<file path="src/rtl/uart_tx_arbiter.sv">
// uart_tx_arbiter: round-robin arbiter handing bytes from four requesters to one UART transmitter; define UART_TX_ARB_LOCK_EN to hold the grant on one requester until its last byte
module uart_tx_arbiter #(
  parameter int NUM_REQ       = 4,
  parameter int BUSY_WAIT_MAX = 15
) (
  input  logic                 clk,
  input  logic                 reset,
  input  logic [NUM_REQ-1:0]   req_valid,
  input  logic [8*NUM_REQ-1:0] req_data,
  input  logic [NUM_REQ-1:0]   req_last,
  output logic [NUM_REQ-1:0]   req_ready,
  output logic                 tx_start,
  output logic [7:0]           tx_data,
  input  logic                 tx_busy,
  output logic [NUM_REQ-1:0]   grant,
  output logic                 active,
  output logic                 err_timeout
);
  typedef enum logic [1:0] {IDLE, START, WAIT_BUSY, WAIT_DONE} state_t;
  state_t state_q, state_d;
  logic [NUM_REQ-1:0] req_ready_q, req_ready_d, grant_q, grant_d, mask, sel_oh;
  logic [7:0] tx_data_q, tx_data_d;
  logic [3:0] cnt_q, cnt_d;
  logic [1:0] last_grant_q, last_grant_d, sel, idx;
  logic tx_start_q, tx_start_d, err_q, err_d, found, accept;
`ifdef UART_TX_ARB_LOCK_EN
  logic lock_q, lock_d;
  // while locked only the owner of the open packet may win
  always_comb begin
    mask = '1;
    if (lock_q) begin
      mask = '0;
      mask[last_grant_q] = 1'b1;
    end
  end
  // a non-final byte locks; the final byte or a timeout releases
  always_comb lock_d = accept ? !req_last[sel] : (err_d ? 1'b0 : lock_q);
  // lock register
  always_ff @(posedge clk or posedge reset) begin
    if (reset) lock_q <= 1'b0;
    else lock_q <= lock_d;
  end
`else
  logic unused_last;
  assign unused_last = ^req_last;
  assign mask = '1;
`endif
  // round-robin search starting one past the previous winner
  always_comb begin
    sel = '0;
    sel_oh = '0;
    found = 1'b0;
    idx = '0;
    for (int k = 1; k <= 4; k++) begin
      idx = last_grant_q + 2'(k);
      if (!found && req_valid[idx] && mask[idx]) begin
        sel = idx;
        found = 1'b1;
      end
    end
    sel_oh[sel] = found;
  end
  assign accept = (state_q == IDLE) && found && !tx_busy;
  // next state and next values of all registered outputs
  always_comb begin
    state_d = state_q;
    req_ready_d = '0;
    tx_start_d = 1'b0;
    tx_data_d = tx_data_q;
    grant_d = grant_q;
    err_d = 1'b0;
    cnt_d = cnt_q;
    last_grant_d = last_grant_q;
    case (state_q)
      IDLE: if (accept) begin
        state_d = START;
        req_ready_d = sel_oh;
        tx_start_d = 1'b1;
        tx_data_d = req_data[8*sel +: 8];
        grant_d = sel_oh;
        last_grant_d = sel;
      end
      START: begin
        state_d = WAIT_BUSY;
        cnt_d = '0;
      end
      WAIT_BUSY: if (tx_busy) state_d = WAIT_DONE;
      else begin
        cnt_d = cnt_q + 4'd1;
        if (cnt_d == 4'(BUSY_WAIT_MAX)) begin
          err_d = 1'b1;
          state_d = IDLE;
          grant_d = '0;
        end
      end
      WAIT_DONE: if (!tx_busy) begin
        state_d = IDLE;
        grant_d = '0;
      end
      default: state_d = IDLE;
    endcase
  end
  // state and output registers; reset aborts any transfer at once
  always_ff @(posedge clk or posedge reset) begin
    if (reset) begin
      state_q <= IDLE;
      req_ready_q <= '0;
      tx_start_q <= 1'b0;
      tx_data_q <= '0;
      grant_q <= '0;
      err_q <= 1'b0;
      cnt_q <= '0;
      last_grant_q <= 2'd3;
    end else begin
      state_q <= state_d;
      req_ready_q <= req_ready_d;
      tx_start_q <= tx_start_d;
      tx_data_q <= tx_data_d;
      grant_q <= grant_d;
      err_q <= err_d;
      cnt_q <= cnt_d;
      last_grant_q <= last_grant_d;
    end
  end
  assign req_ready = req_ready_q;
  assign tx_start = tx_start_q;
  assign tx_data = tx_data_q;
  assign grant = grant_q;
  assign err_timeout = err_q;
  assign active = state_q != IDLE;
endmodule
</file>
<file path="config.mk">
export PLATFORM = sky130hd
export DESIGN_NAME = uart_tx_arbiter
export DESIGN_NICKNAME = d
export VERILOG_FILES = /design/src/rtl/uart_tx_arbiter.sv
export SDC_FILE = /design/constraint.sdc
export NUM_CORES = 1
export LEC_CHECK = 0
export ABC_CLOCK_PERIOD_IN_PS = 3100
export BUFFER_PORTS_ARGS = -buffer_cell sky130_fd_sc_hd__buf_2
export CORE_MARGIN = 4
export CORE_UTILIZATION = 45
export CTS_CLUSTER_DIAMETER = 60
export DETAILED_ROUTE_END_ITERATION = 6
export HOLD_SLACK_MARGIN = 0.02
export PLACE_DENSITY = 0.8
export SLEW_MARGIN = 25
export SYNTH_ARGS = -nofsm -noshare
export SYNTH_HDL_FRONTEND = slang
export SYNTH_SLANG_ARGS = --single-unit
</file>
<file path="constraint.sdc">
create_clock -name clk -period 3.1 [get_ports clk]
set_clock_uncertainty 0.2 [all_clocks]
set_input_delay 0.93 -clock clk [delete_from_list [all_inputs] [get_ports clk]]
set_output_delay 0.93 -clock clk [all_outputs]
set_load 0.01 [all_outputs]
</file>
==> summary.md <==
## Routing
* DRC violations left: 0
* antenna violation net count after detailed routing: 0
* 1st-iter DRT viols: 79
* mean number of vias per cell: 5.46
* Detailed Routing Iterations Pass 1: 4
* total vias in the final route: 1546
* Post-Route WL: 3890 um
* Routed wire per std cell: 13.8 um

## Cells and area
* combined area of the multi-input logic cells: 922 um^2
* Post-Layout Cell Count: 283
* Area Overhead vs Synth: 25.2%
* Filler Cells Inserted: 330
* Ant. Diodes: 0
* post-layout util: 59.9%
* final non-filler cell area: 2060 um^2
* Nets: 287
* share of post-route cells with drive strength above 1: 31.2%
* register area: 653 um^2

## Timing
* highest attainable clock frequency: 399 MHz
* transition time at the pin with the least slew margin: 0.565 ns
* share of the cycle needed by the critical path after routing: 80.9%
* setup slack after layout: 0.591 ns
* headroom to the max-slew limit: 62.3%
* count of endpoints failing hold in the final timing report: 0
* RSZ-0062 raised after global routing: false
* Final TNS setup: 0 ns
* max-slew violations: 0
* post-layout minimum cycle time: 2.51 ns
* final setup violating endpoints: 0
* smallest hold slack: 0.282 ns

## Synth
* most instantiated cells after synthesis: 24 x dfrtp_1, 21 x nand2_1, 14 x a211oi_1, 14 x and3_1
* cell area after synthesis: 1650 um^2
* main area contributors after synthesis: dfrtp_1 37%, a211oi_1 6.4%, and3_1 5.3%
* leading cell type by number of instances after synthesis: dfrtp_1
* Post-synth EDFFs: 0
* total of warnings raised by yosys: 0
* average cell area after synthesis: 9.09 um^2
* cells after synthesis: 181
* area leader, netlist: dfrtp_1
* share of Yosys cell area claimed by the top area cell type: 36.5%
* most frequently used flop master after synthesis: dfrtp_1
* sequential cell area fraction in the yosys report: 39.7%
* synthesized netlist net count: 230
* number of distinct library cell variants in the gate-level netlist after synthesis: 44
* number of synthesized register bits: 26
* FFs w/ async S/R, synth: 100%

## Status
* outcome: complete, no violations

## Placement
* GP Congestion: 0.850
* Cell Area, Placed: 1990 um^2
* worst slack at placement: 0.451 ns
* quantity of I/O buffers inserted on ports: 57
* Detail Placement HPWL: 3100 um
* placed cells: 279

## Clocking
* clock root cell: clkbuf_8
* insertion delay of the later-clocked pin in the worst-skew pair: 0.27 ns
* number of CTS-inserted buffers: 3
* depth of the CTS H-tree: 1
* buffer depth of the longest clock path: 2
* count of clock tree sinks: 26
* count of instances resized after the clock tree is built: 0
* total of hold buffers inserted after clock tree synthesis: 0
* Reg clk slew, reported paths: 0.09 ns
* clock tree from TritonCTS: built
* Post-CTS Setup Repair Bufs: 0

## Floorplan
* core region area: 3440 um^2
* row cnt: 21
* die outline area: 4690 um^2
* horizontal extent of the die: 68.5 um
* initial core utilization: 47.8%
* IO Pins: 62
* height of the chip: 68.5 um

## Worst hold path
* Hold Path Class: reg2reg
* worst min-delay path startpoint: tx_data[3]

## Pwr
* Max VDD drop: 0.000391 V
* total leakage power: 1.05 nW
* power density normalized to cell area: 841 nW/um^2
* Final Total Pwr: 1.73 mW

## Job
* number of max-cap violations: 0

## Global route
* wire length of the first global-routing pass: 6640 um
* total routing resource utilization after global routing: 18.9%
* maximum number of pins on one net before global-route repair: 27
* GR Overflow Total: 0
* initial antenna violation count: 0
* via count of the first global-routing pass: 1465

## Setup path
* required time at the worst-slack endpoint: 3.06 ns
* startpoint type of the worst setup path: flop
* Setup CP Type: reg2reg
* Critical Path AT: 2.47 ns
* Worst setup EP type: flop
* R2R Path Start: state_q[0]
* first element of the critical path: state_q[0]
* Critical Path Fanout Max: 18

==> final cells by class <==
cell class / instances / share of cell area (%)
Clock inverter: 1 / 1.46
Timing Repair Buffer: 63 / 16.0
Sequential cell: 26 / 31.7
Multi-Input combinational cell: 137 / 44.7
Inverter: 7 / 1.28
Tap cell: 46 / 2.79
Clock buffer: 3 / 2.00
==> cells in the final DEF (no fill, tap or decap), drive strengths merged, types with 5 or more instances in the layout <==
cell	n
a211oi	14
a21oi	6
and3	14
buf	63
dfrtp	24
ha	6
inv	7
nand2	21
nand2b	6
nand3	5
nor2	8
nor3	8
o21ai	8
o31ai	9
==> where the power goes <==
part           leakage [nW]  internal, mW  switching [mW]  total [mW]
Clock                0.0357         0.173           0.107       0.280
Sequential            0.334         0.467          0.0856       0.553
Combinational         0.681         0.389           0.511       0.900
==> path summary, 6_finish.rpt <==
kind,endpoint,slack [ns],cells past startpoint
min in group asynchronous,tx_data[6],0.49,3
worst max-delay path,grant[1],0.59,6
worst max register to register,grant[1],0.59,6
worst min-delay path,tx_data[3],0.28,2
worst min register to register,tx_data[3],0.28,2
max in group asynchronous,last_grant_q[1],1.92,3
==> worst max-delay path, stage by stage (launching register included) <==
cell and delay [ns]:
dfrtp_1 0.46, inv_1 0.11, ha_1 0.52, or4b_4 0.54, o221ai_2 0.11, nand3_4 0.12
mux2_1 0.35
==> metal layers <==
layer	part of all wire [%]	vias to the layer above	track usage, %
met3	3.5	9	1.64
li1	-	774	-
met4	2.5	0	9.43
met5	0	-	0
met2	49	35	31.1
met1	45	728	24.6
==> cells by family (layout without fill, tap and decap cells) <==
group	Yosys count	in the layout	share of synthesized area, %
multiplexers	5	5	3.35
flip-flops	26	26	39.7
adder cells (fa/ha/maj)	6	6	4.56
buffers and inverters	18	74	4.26
AO/OA/AOI/OAI	52	52	22.9
XOR/XNOR	1	1	0.532
AND/OR/NAND/NOR	73	73	24.7
==> registers in the layout, indices dropped and copies added, names as in the netlist <==
signal        cells
cnt_q             4
err_timeout       1
grant             4
last_grant_q      2
req_ready         4
state_q           2
tx_data           8
tx_start          1
Power figures use the tool's default switching activity.
